**config.mk**
```make
export PLATFORM = sky130hd
export DESIGN_NAME = wl_expand
export DESIGN_NICKNAME = d
export VERILOG_FILES = /design/src/rtl/wl_expand.sv
export SDC_FILE = /design/constraint.sdc
export NUM_CORES = 1
export LEC_CHECK = 0
export CORE_MARGIN = 1.5
export CORE_UTILIZATION = 53
export CTS_CLUSTER_SIZE = 30
export DETAILED_ROUTE_END_ITERATION = 10
export HOLD_SLACK_MARGIN = 0.08
export MAX_ROUTING_LAYER = met4
export PLACE_DENSITY = 0.93
export SLEW_MARGIN = 20
export SYNTH_ARGS = -nofsm -noshare
export SYNTH_HDL_FRONTEND = slang
export SYNTH_SLANG_ARGS = --single-unit
```
**constraint.sdc**
```tcl
create_clock -name clk -period 5.3 [get_ports clk]
set_input_delay 1.325 -clock clk [delete_from_list [all_inputs] [get_ports clk]]
set_output_delay 1.325 -clock clk [all_outputs]
set_load 0.05 [all_outputs]
```
**src/rtl/wl_expand.sv**
```systemverilog
// Word-length expander: widens IW-bit samples to OW bits (MSB- or LSB-aligned), 2-entry skid buffer.
// Latency: 1 cycle from accept to out_data when unstalled; one word per cycle sustained.
// Backpressure: in_ready is registered and drops only once both buffer entries are occupied.
// Optional feature: define WL_EXPAND_DITHER_EN to fill the MSB-aligned low bits from a 16-bit LFSR.
module wl_expand #(
    parameter int IW      = 14,
    parameter int OW      = 16,
    parameter bit SIGNED  = 1'b1,
    parameter bit JUSTIFY = 1'b0
) (
    input  logic          clk,
    input  logic          rst,
    input  logic          in_valid,
    output logic          in_ready,
    input  logic [IW-1:0] in_data,
    input  logic          in_last,
    output logic          out_valid,
    input  logic          out_ready,
    output logic [OW-1:0] out_data,
    output logic          out_last
);

    localparam int F = OW - IW;

    typedef enum logic [1:0] {
        S_EMPTY = 2'd0,
        S_ONE   = 2'd1,
        S_FULL  = 2'd2
    } state_t;

    state_t        state;
    logic [OW-1:0] skid_data;
    logic          skid_last;
    logic [OW-1:0] exp_data;
    logic [F-1:0]  fill;
    logic          accept;
    logic          drain;

    assign accept = in_valid && in_ready;
    assign drain  = out_valid && out_ready;

`ifdef WL_EXPAND_DITHER_EN
    logic [15:0] lfsr;
    logic        lfsr_fb;

    // Taps 16,14,13,11 of a right-shifting Fibonacci LFSR map to bits 0,2,3,5.
    assign lfsr_fb = lfsr[0] ^ lfsr[2] ^ lfsr[3] ^ lfsr[5];
    assign fill    = lfsr[F-1:0];

    // Dither source steps only when a word is actually accepted, so stalls do not consume noise.
    always_ff @(posedge clk) begin
        if (rst) begin
            lfsr <= 16'hACE1;
        end else if (accept) begin
            lfsr <= {lfsr_fb, lfsr[15:1]};
        end
    end
`else
    assign fill = '0;
`endif

    // Widen at accept time so both buffer entries hold finished OW-bit words.
    always_comb begin
        exp_data = '0;
        if (!JUSTIFY) begin
            exp_data = {in_data, fill};
        end else if (SIGNED) begin
            exp_data = {{F{in_data[IW-1]}}, in_data};
        end else begin
            exp_data = {{F{1'b0}}, in_data};
        end
    end

    // Skid-buffer FSM: out_data is the head entry, skid_* holds the second word while stalled.
    always_ff @(posedge clk) begin
        if (rst) begin
            state     <= S_EMPTY;
            in_ready  <= 1'b0;
            out_valid <= 1'b0;
            out_data  <= '0;
            out_last  <= 1'b0;
            skid_data <= '0;
            skid_last <= 1'b0;
        end else begin
            case (state)
                S_EMPTY: begin
                    in_ready <= 1'b1;
                    if (accept) begin
                        out_data  <= exp_data;
                        out_last  <= in_last;
                        out_valid <= 1'b1;
                        state     <= S_ONE;
                    end else begin
                        out_valid <= 1'b0;
                    end
                end
                S_ONE: begin
                    in_ready <= 1'b1;
                    if (accept && drain) begin
                        out_data <= exp_data;
                        out_last <= in_last;
                    end else if (accept) begin
                        skid_data <= exp_data;
                        skid_last <= in_last;
                        in_ready  <= 1'b0;
                        state     <= S_FULL;
                    end else if (drain) begin
                        out_valid <= 1'b0;
                        state     <= S_EMPTY;
                    end
                end
                S_FULL: begin
                    // in_ready is low here, so only a drain can happen.
                    if (drain) begin
                        out_data <= skid_data;
                        out_last <= skid_last;
                        in_ready <= 1'b1;
                        state    <= S_ONE;
                    end else begin
                        in_ready <= 1'b0;
                    end
                end
                default: begin
                    state     <= S_EMPTY;
                    in_ready  <= 1'b1;
                    out_valid <= 1'b0;
                end
            endcase
        end
    end

endmodule

```
==> results of run 1 <==
[power by group through the flow]
stage	Combinational, mW	Clock, mW	Sequential (mW)
finish	0.622	0.140	0.375
global route	0.665	0.153	0.383
CTS	0.623	0.142	0.374
detailed placement	0.621	0	0.379
global placement	0.600	0	0.374
floorplan	0.276	0	0.566
[routing by layer]
layer	wire length [µm]	vias to the layer above	GRT usage (%)
met5	0	-	-
met4	51	0	8.64
met3	167	7	5.93
met2	1850	42	42.1
met1	1450	644	25.0
li1	-	657	-
[layout make-up]
cell class | count | share of cell area, %
Clock buffer | 6 | 2.55
Inverter | 2 | 0.374
Multi-Input combinational cell | 124 | 43.1
Sequential cell | 34 | 33.9
Tap cell | 31 | 1.93
Timing Repair Buffer | 37 | 18.2
[synthesized netlist by cell type]
cell | n | share of area, %
a2111oi_4 | 1 | 1.7
a211o_1 | 1 | 0.54
a211oi_2 | 15 | 12
a21bo_2 | 1 | 0.62
a21boi_1 | 1 | 0.46
a21boi_2 | 1 | 0.69
a21oi_1 | 18 | 5.5
a22oi_1 | 1 | 0.46
a31oi_1 | 1 | 0.39
and3_1 | 1 | 0.39
and4b_1 | 1 | 0.62
buf_1 | 1 | 0.23
buf_2 | 3 | 0.92
buf_4 | 3 | 1.4
buf_6 | 2 | 1.4
clkbuf_1 | 4 | 0.92
conb_1 | 1 | 0.23
dfxtp_1 | 34 | 42
ha_1 | 6 | 4.6
inv_1 | 2 | 0.46
mux2i_1 | 16 | 9.9
nand2_1 | 32 | 7.4
nand3_1 | 1 | 0.31
nand4_2 | 1 | 0.77
nor2_1 | 18 | 4.2
o211ai_1 | 1 | 0.46
o21ai_0 | 2 | 0.62
o41ai_1 | 1 | 0.54
or2_1 | 1 | 0.39
or4_1 | 1 | 0.46
[how the worst max path moves through the flow]
stage | start | end | slack [ns] | cells after the start
CTS | out_ready | out_data[3] | 1.88 | 6
floorplan | in_valid | out_data[11] | 2.90 | 5
detailed placement | out_ready | out_data[3] | 1.54 | 6
global placement | out_ready | out_data[3] | 1.68 | 6
global route | out_ready | out_data[3] | 1.71 | 6
finish | out_ready | out_data[3] | 1.87 | 6
[cells in the final DEF (no fill, tap or decap), types with 2 or more instances in the layout]
cell type	netlist	routed
ha_1	6	6
a21oi_1	18	17
conb_1	1	2
buf_4	3	2
a211oi_2	15	15
clkdlybuf4s50_1	0	35
mux2i_1	16	16
clkbuf_4	0	5
nand2_1	32	32
dfxtp_1	34	34
inv_1	2	2
nor2_1	18	18
o21ai_0	2	2
[per-stage QoR]
| step | util, % | hold slack, ns | power [mW] | instances | worst slack, ns |
|---|---|---|---|---|---|
| after floorplan | - | 0.436 | 0.842 | 173 | 2.90 |
| after global placement | 69.0 | 0.441 | 0.974 | 228 | 1.68 |
| after detailed placement | 69.2 | 0.449 | 1.00 | 228 | 1.54 |
| after CTS | 71.0 | 0.463 | 1.14 | 234 | 1.88 |
| after global routing | 71.0 | 0.480 | 1.20 | 234 | 1.71 |
| final | 71.0 | 0.461 | 1.14 | 234 | 1.87 |
[critical path, stage by stage]
cell,delay [ns]
clkdlybuf4s50_1,0.60
nand4_2,0.17
a2111oi_4,0.94
buf_4,0.37
nor2_1,0.08
a211oi_2,0.18
[sequential cells by signal, indices dropped and copies added (netlist names)]
name / flops
out_last: 1
skid_last: 1
skid_data: 14
state: 2
in_ready: 1
out_data: 14
out_valid: 1
[cell families after synthesis]
logic type | synth area share [%]
fa+ha+maj | 4.62
mux | 9.86
buf+inv | 5.32
simple gates | 14.5
flops | 41.9
other cells | 0.231
compound gates | 23.6
==> results.yml, run 1 <==
power_and_ir_drop:
  p_leak_nw: 0.691
  peakVddDrop_uv: 382
  pwr-share-clk_pct: 12.3
  intPower_mw: 0.607
  p_sw_share_pct: 46.6
  p_switching_mw: 0.530
  power_frac_comb_pct: 54.7
  p_seq_share_pct: 33.0
  power_density_mw_per_mm2: 566
sta:
  clock.fmax_mhz: 292
  tns_ns: 0
  skew_ns: 0.00710
  relSlewSlack_pct: 27.5
  setup-violations-final: 0
  slew_violations: 0
  grt_setup_unrepaired: "no"
  finalCritPeriodShare_pct: 64.6
  fin_crit_ns: 3.43
  hold_viol: 0
  worst_slew_pin_slew_ns: 1.09
logic_synthesis:
  postSynthCellCount: 172
  synth.avg_cell_area_um2: 9.44
  ys_warn_count: 0
  ys_seq_area_share_pct: 41.9
  ys_seq_elements: 34
  syn_area_mm2: 0.00162
  yosysUniqueCellTypes: 30
clock_tree:
  clk_pin_slew_ns: 0.09
  cts_num_sinks: 34
  tritoncts: "built"
  clockBufferDepth: 2
  clockRootBuffer: "clkbuf_4"
  cts_buffers: 5
  post_cts_resized: 0
  cts_htree_levels: 2
  cts_setup_buffers: 0
  clk_latency_ns: 0.33
  postCtsHoldBufs: 0
worst_setup_path:
  reg2reg_slack_ns: 2.20
  endpoint_kind: "register"
  cp-start-kind: "primary input"
  crit_type: "primary input to register"
  crit_fanout: 16
  r2r_cells: 7
  r2r-start: "state[0]"
  worstReg2RegEnd: "out_data[3]"
  worstPathArrival_ns: 3.68
  cp_data_required_time_ns: 5.56
drt:
  wl_per_cell_um: 15.0
  dr.pass1.iters: 4
  drc: 0
  num_vias: 1350
  final_antenna_net_count: 0
  wl_um: 3510
  routed_via_density: 5.77
  drt_iter0_markers: 41
die:
  die_h_um: 58.4
  die-width_um: 58.4
  num_rows: 19
  ioPinCount: 38
  start_util_pct: 57.4
  core_mm2: 0.00283
  fp.dieArea_mm2: 0.00341
final_layout:
  drive_gt1_share_pct: 13.8
  num_antenna_cells: 0
  num-nets-final: 229
  multi_input_area_um2: 865
  regArea_um2: 681
  stdcell_area_mm2: 0.00201
  nFillCells: 222
  area_growth_pct: 23.7
global_routing:
  grt_use_total_pct: 23.6
  antenna_found_initial: 0
  grt_pass1_vias: 1356
  gr-total-overflow: 0
  grt_pass1_wl_um: 5910
  grt_max_degree: 36
placed_design:
  io_buffers: 35
  place_area_mm2: 0.00196
  gp_congestion: 0.746
  hpwlAfterDp_um: 2440
status:
  status: "finished clean"
min_path:
  hold_path_class: "register to register"
  hold_depth: 2
  min_from: "skid_data[12]"
  hold_end: "skid_data[12]"
run:
  max_cap_viol_count: 0
Power figures use the tool's default switching activity.
==> inputs of run 2 (changes only) <==
--- a/config.mk
+++ b/config.mk
@@ -6,12 +6,12 @@
 export NUM_CORES = 1
 export LEC_CHECK = 0
 export CORE_MARGIN = 1.5
-export CORE_UTILIZATION = 53
+export CORE_UTILIZATION = 49
 export CTS_CLUSTER_SIZE = 30
 export DETAILED_ROUTE_END_ITERATION = 10
 export HOLD_SLACK_MARGIN = 0.08
 export MAX_ROUTING_LAYER = met4
-export PLACE_DENSITY = 0.93
+export PLACE_DENSITY = 0.88
 export SLEW_MARGIN = 20
 export SYNTH_ARGS = -nofsm -noshare
 export SYNTH_HDL_FRONTEND = slang
==> constraint.sdc (replaced) <==
create_clock -name clk -period 3.4 [get_ports clk]
set_input_delay 0.85 -clock clk [delete_from_list [all_inputs] [get_ports clk]]
set_output_delay 0.85 -clock clk [all_outputs]
set_load 0.05 [all_outputs]
==> results.yml, run 2 (synthesis gave the netlist of run 1 again) <==
drt:
  dr.pass1.iters: 4
  num_vias: 1290
  wl_um: 3330
  final_antenna_net_count: 0
  drc: 0
  dr_wl_met3_um: 152
  wl_per_cell_um: 13.3
  routed_via_density: 5.14
  dr.max_layer_used: "met4"
  wl_met2_um: 1570
  m1WireLength_um: 1550
  drt_iter0_markers: 65
sta:
  finalCritPeriodShare_pct: 74.5
  hold_viol: 0
  clock.fmax_mhz: 395
  fin_crit_ns: 2.53
  slew_violations: 0
  relSlewSlack_pct: 63.0
  tns_ns: 0
  skew_ns: 0.0104
  setup_slack_ns: 0.866
  worst_slew_pin_slew_ns: 0.554
  setup-violations-final: 0
  grt_setup_unrepaired: "no"
placed_design:
  pre_cts_slack_ns: 0.647
  gp_congestion: 0.790
  hpwlAfterDp_um: 2260
  dpl.cell_count: 243
  io_buffers: 35
global_routing:
  grt_pass1_vias: 1208
  antenna_found_initial: 0
  grt_pass1_wl_um: 5390
  grt_use_total_pct: 20.8
  grt_max_degree: 31
  gr-total-overflow: 0
die:
  ioPinCount: 38
  die_h_um: 60.6
  num_rows: 20
  start_util_pct: 52.3
  fp.dieArea_mm2: 0.00367
  core_mm2: 0.00310
  die-width_um: 60.6
worst_setup_path:
  worstPathArrival_ns: 1.68
  timing.critical_path.buf_inv: 1
  endpoint_kind: "output port"
  crit_fanout: 7
  max_stage_delay_ns: 0.86
  worstPathCellList: "clkdlybuf4s50_1"
  cp-start-kind: "register"
  path_delay_family: "buffers and inverters"
  crit_type: "register to output port"
  cp_data_required_time_ns: 2.55
  crit_slowest_cell: "clkdlybuf4s50_1"
final_layout:
  post-route-util_pct: 65.9
  drive_gt1_share_pct: 14.5
  area_growth_pct: 25.9
  layout.cells.non_filler: 251
  final_cell_mix: "35 x clkdlybuf4s50_1, 34 x dfxtp_1, 32 x nand2_1, 18 x nor2_1, 18 x a21oi_1"
  nFillCells: 282
  final_common_cell: "clkdlybuf4s50_1"
  num-nets-final: 231
  num_antenna_cells: 0
  top_regs: "out_data: 14 flops, skid_data: 14 flops, state: 2 flops"
power_and_ir_drop:
  p_leak_nw: 0.707
  power_density_mw_per_mm2: 870
  peakVddDrop_uv: 448
clock_tree:
  clk_pin_slew_ns: 0.10
  cts_setup_buffers: 0
  cts_buffers: 5
  cts_num_sinks: 34
  tritoncts: "built"
  cts_htree_levels: 2
  post_cts_resized: 0
  postCtsHoldBufs: 0
  clockBufferDepth: 2
  clockRootBuffer: "clkbuf_4"
  clk_latency_ns: 0.34
run:
  max_cap_viol_count: 0
min_path:
  hold_path_class: "register to register"
status:
  status: "finished clean"
## run 2: changes by cell type in the layout (fill, tap and decap cells not counted)
cell,change
buf_4,+2
a21oi_1,+1
a21oi_2,-1
clkbuf_1,+1
clkinv_2,+1
## run 2: metrics by stage
| stage | total power [mW] | area (µm²) | hold slack (ns) |
|---|---|---|---|
| after floorplan | 1.31 | 1630 | 0.436 |
| after global placement | 1.52 | 1980 | 0.441 |
| after detailed placement | 1.55 | 1980 | 0.448 |
| after CTS | 1.79 | 2040 | 0.462 |
| after global routing | 1.88 | 2040 | 0.478 |
| final | 1.78 | 2040 | 0.460 |
## run 2: power by group
| part | switching, mW | internal [mW] |
|---|---|---|
| Sequential | 0.0726 | 0.507 |
| Clock | 0.136 | 0.100 |
| Combinational | 0.618 | 0.345 |
| Total | 0.827 | 0.952 |
## run 2: path summary, 6_finish.rpt
path	slack [ns]	from	depth (start not counted)	to
setup / recovery	0.87	out_valid	1	out_valid
setup reg to reg	1.36	state[0]	7	out_data[15]
hold reg to reg	0.46	skid_data[12]	2	skid_data[12]
hold / removal	0.46	skid_data[12]	2	skid_data[12]
## run 2: worst register-to-register path, stage by stage (launching register included)
cell       delay, ns
dfxtp_1         0.45
inv_1           0.10
ha_1            0.21
a21boi_2        0.17
a2111oi_4       0.32
buf_4           0.40
nor2_1          0.12
a211oi_2        0.20
## run 2: layout make-up
cell class | count | area, µm² | area share [%]
clock buffer | 7 | 55.1 | 2.69
clock inverter | 1 | 5.00 | 0.245
inverter | 2 | 7.51 | 0.367
multi-input combinational | 124 | 861 | 42.1
sequential | 34 | 681 | 33.3
tap | 44 | 55.1 | 2.69
timing repair buffer | 39 | 380 | 18.6
## run 2: routing by layer
metal | track usage (%) | vias up
met1 | 25.8 | 592
met5 | - | -
met3 | 6.40 | 5
met4 | 8.39 | 0
li1 | - | 664
met2 | 31.6 | 29
==> variant 1, RTL diff (settings of run 2) <==
Build with the macro `WL_EXPAND_DITHER_EN` defined.
--- a/src/rtl/wl_expand.sv
+++ b/src/rtl/wl_expand.sv
@@ -3,4 +3,6 @@
 // Backpressure: in_ready is registered and drops only once both buffer entries are occupied.
 // Optional feature: define WL_EXPAND_DITHER_EN to fill the MSB-aligned low bits from a 16-bit LFSR.
+`define WL_EXPAND_DITHER_EN
+
 module wl_expand #(
     parameter int IW      = 14,
Behaviour: not the same (a bounded check fails within 4 cycles, from zero or initial values and one cycle with rst high).
==> variant 1 against run 2 <==
Sequential cell count is 20 higher; via count grew 48%; design area up 39%; wire length is 37% higher; synthesized area grew 46%; setup slack improved by 0.17 ns; total power shrank 2.4%; final cell count is 45% higher; critical endpoint unchanged; largest cell class unchanged.
==> variant 1: results (changes against run 2) <==
----------------------------------------------------
[Outcome]
  Result of the run ... finished clean

[Setup path]
  Reg2reg end ... out_data[1]
  Flop-to-flop setup slack ... 1.39 ns (+0.03 ns)
  Largest stage delay on the critical path ... 0.82 ns (-0.04 ns)
  Crit path DAT ... 1.51 ns (-0.17 ns)
  Worst Path Max Fanout ... 5 (-2)
  Crit path launch ... out_valid
  Reg2reg path depth ... 8 (+1)

[Route]
  Total routed wirelength ... 4550 µm (+37%)
  Vias per cell ... 5.26 (+2.3%)
  DRT iter0 DRCs ... 126 (+94%)

[Power and ir drop]
  Worst-case vdd ir drop ... 0.361 mV (-19%)
  Leakage power ... 1.15 nW (+62%)

[Logic synthesis]
  Ranking of synthesized cells by instance count ... sky130_fd_sc_hd__nand2_1, sky130_fd_sc_hd__dfxtp_1, sky130_fd_sc_hd__a21oi_1

[Place]
  Final HPWL DP ... 3070 µm (+36%)
  Port buffer count ... 37 (+5.7%)
  Final weighted congestion of routability-driven global placement ... 0.800 (+1.3%)
  Placed cell areas ... 0.00273 mm² (+38%)

[Final layout]
  Fraction of final layout cells sized beyond drive strength 1 ... 10.0% (-4.5 points)

[Global routing]
  Global-route wire length before repair ... 7620 µm (+41%)
  GRT Total Usage ... 19.1% (-1.7 points)
  Via count of the first global-routing pass ... 1784 (+48%)
  Largest net degree at the start of global routing ... 44 (+42%)

[STA]
  Largest clock skew in the final design ... 0.00460 ns (-0.00577 ns)
  Worst-case headroom to the max-slew limit ... 54.4% (-8.6 points)

[Clock network]
  Clock tree root driver cell ... sky130_fd_sc_hd__clkbuf_8
  Clock network latency to the later pin of the worst-skew pair ... 0.31 ns (-0.03 ns)

----------------------------------------------------
## variant 1: cell types whose count changed after synthesis, sizes merged, moves of 10 or more
cell / delta
nor2: -13
a211oi: -15
dfxtp: +20
nand2: +70
mux2: +18
a21oi: +10
## variant 1: cell type report
type	count	area (µm²)	area share, %
clock buffers	7	96.3	3.39
clock inverters	1	8.76	0.309
inverters	3	11.3	0.397
multi-input cells	203	1170	41.1
flip-flops and latches	54	1080	38.1
well taps	54	67.6	2.38
repair buffers	42	408	14.4
## variant 1: logic make-up (layout without fill, tap and decap cells)
kind of cell             Yosys count  count (layout)  synth area share (%)
AND/OR/NAND/NOR                  121             121                  20.3
flip-flops                        54              54                  45.6
AO/OA/AOI/OAI                     38              38                  9.18
multiplexers                      36              36                  16.1
buffers and inverters             23              53                  5.22
adder cells (fa/ha/maj)            4               4                  2.11
XOR/XNOR                           4               4                  1.48
## variant 1: report_power, final
part	internal (mW)	total [mW]	leakage, nW	switching (mW)
clock network	0.187	0.393	0.0544	0.206
logic	0.231	0.581	0.651	0.350
registers	0.715	0.762	0.440	0.0465
## variant 1: stage by stage
step | power (mW) | setup WS [ns] | instances
global route | 1.82 | 0.954 | 364
floorplan | 1.22 | 1.36 | 280
detailed placement | 1.36 | 0.736 | 356
global placement | 1.34 | 0.793 | 356
finish | 1.74 | 1.04 | 364
CTS | 1.75 | 1.02 | 364
## variant 1: worst min path at each step
stage / startpoint / end / slack, ns / cells after the start
floorplan: lfsr[13] / lfsr[12] / 0.43 / 2
global placement: lfsr[4] / lfsr[3] / 0.44 / 2
detailed placement: skid_data[3] / skid_data[3] / 0.45 / 2
CTS: skid_data[3] / skid_data[3] / 0.46 / 2
global route: skid_data[3] / skid_data[3] / 0.48 / 2
finish: skid_data[15] / skid_data[15] / 0.46 / 2
## variant 1: layer usage
| metal | part of all wire, % | vias to the layer above | global-route usage [%] | wire length [µm] |
|---|---|---|---|---|
| met2 | 49 | 42 | 32.9 | 2230 |
| li1 | - | 978 | - | - |
| met4 | 1.1 | 0 | 7.55 | 50 |
| met5 | 0 | - | - | 0 |
| met1 | 46 | 890 | 21.4 | 2090 |
| met3 | 3.8 | 4 | 4.17 | 174 |
## variant 1: worst register-to-register path: stages, from the launching register on
cell	delay (ns)
sky130_fd_sc_hd__dfxtp_1	0.34
sky130_fd_sc_hd__inv_1	0.11
sky130_fd_sc_hd__ha_1	0.16
sky130_fd_sc_hd__buf_4	0.30
sky130_fd_sc_hd__nor2_1	0.11
sky130_fd_sc_hd__a22o_1	0.20
sky130_fd_sc_hd__a22oi_2	0.18
sky130_fd_sc_hd__buf_4	0.32
sky130_fd_sc_hd__mux2i_1	0.23
==> variant 2, RTL diff (flow settings as in run 2) <==
Made on the original files. The 3 states of `state_t` get a one-hot encoding in 3 bits.
--- a/src/rtl/wl_expand.sv
+++ b/src/rtl/wl_expand.sv
@@ -23,8 +23,8 @@
     localparam int F = OW - IW;
 
-    typedef enum logic [1:0] {
-        S_EMPTY = 2'd0,
-        S_ONE   = 2'd1,
-        S_FULL  = 2'd2
+    typedef enum logic [2:0] {
+        S_EMPTY = 3'b001,
+        S_ONE   = 3'b010,
+        S_FULL  = 3'b100
     } state_t;
 
Function: no difference found for any inputs over 10 cycles, from zero or initial values and one cycle with rst high; not proved beyond that.
==> variant 2 against run 2 <==
Non-clock buffer count is 1 higher; critical endpoint unchanged; critical path depth stayed put; final cell count unchanged; wire length up 2.2%; sequential cell count rose by 1; hold slack worse by 0.0011 ns; critical path type unchanged; synthesized area is 0.23% higher; core utilization is 1.0 points lower; maximum frequency is essentially flat; setup slack got worse by 0.00087 ns; design area is 1.5% lower.
Power is not compared: it rests on default switching activity, and its combinational part moved more than twofold at a synthesized area within 25%.
==> variant 2: results (changes against run 2) <==
----------------------------------------------------
[Global routing]
  Via count of the first global-routing pass ... 1148 (-5.0%)
  GRT Total Usage ... 20.6% (-0.19 points)
  Met3 routing resource usage after global routing ... 7.04% (+0.64 points)
  Global-route wire length before repair ... 5290 µm (-1.9%)
  Largest net degree at the start of global routing ... 36 (+16%)

[Final layout]
  Seq. cell area ... 701 µm² (+2.9%)
  Clock network area share ... 2.67% (-0.27 points)
  Total of plain and repair buffers excluding clock buffers ... 40 (+2.6%)
  Fraction of final layout cells sized beyond drive strength 1 ... 12.6% (-1.9 points)
  Relative area of non-clock buffer cells in the final design ... 19.3% (+0.66 points)
  Fill cell count ... 261 (-7.4%)

[Logic synthesis]
  Top cells by area in the synthesized netlist ... sky130_fd_sc_hd__dfxtp_1, sky130_fd_sc_hd__mux2i_1, sky130_fd_sc_hd__a211oi_2
  Portion of the post-synthesis area used by sequential elements ... 43.0% (+1.1 points)

[Setup path]
  Reg2reg end ... out_data[4]
  Worst Path Max Fanout ... 8 (+1)
  Flop-to-flop setup slack ... 1.31 ns (-0.05 ns)
  Reg2reg path depth ... 4 (-3)

[Hold path]
  Hold path startpoint ... skid_data[4]

[Route]
  Met2 wire len ... 1590 µm (+1.3%)
  Wire length on met1 ... 1580 µm (+1.9%)
  Detail-routed net length per standard cell ... 13.6 µm (+2.2%)
  Amount of wire on met3 after detailed routing ... 177 µm (+16%)
  DRT iter0 DRCs ... 68 (+4.6%)

[Place]
  Worst setup slack before clock tree synthesis ... 0.594 ns (-0.0534 ns)

[STA]
  Slew at the pin with the worst max-slew slack ... 0.656 ns (+0.102 ns)
  Largest clock skew in the final design ... 0.0105 ns (+0.0000861 ns)
  Final min period ... 2.53 ns (+0.000867 ns)

[Outcome]
  Result of the run ... finished clean

----------------------------------------------------
==> variant 2: kinds of logic (layout without fill, tap and decap cells) <==
| kind of cell | Yosys count | count (layout) | share of synthesized area [%] |
|---|---|---|---|
| compound gates | 41 | 41 | 19.5 |
| other cells | 1 | 2 | 0.230 |
| simple gates | 64 | 64 | 19.8 |
| buf+inv | 20 | 49 | 7.61 |
| flops | 35 | 35 | 43.0 |
| xor+xnor | 1 | 1 | 0.538 |
| mux | 15 | 15 | 9.22 |
==> variant 2: where the power goes <==
group / total [mW] / leakage [nW] / switching [mW] / internal (mW)
logic: 0.170 / 0.330 / 0.104 / 0.0660
registers: 0.437 / 0.285 / 0.0112 / 0.425
clock network: 0.222 / 0.0282 / 0.143 / 0.0797
total: 0.828 / 0.643 / 0.257 / 0.571
==> variant 2: per-stage QoR <==
step / cells / instance area (µm²)
after CTS: 251 / 2010
after global routing: 251 / 2010
after detailed placement: 243 / 1960
after global placement: 243 / 1960
final: 251 / 2010
after floorplan: 178 / 1630
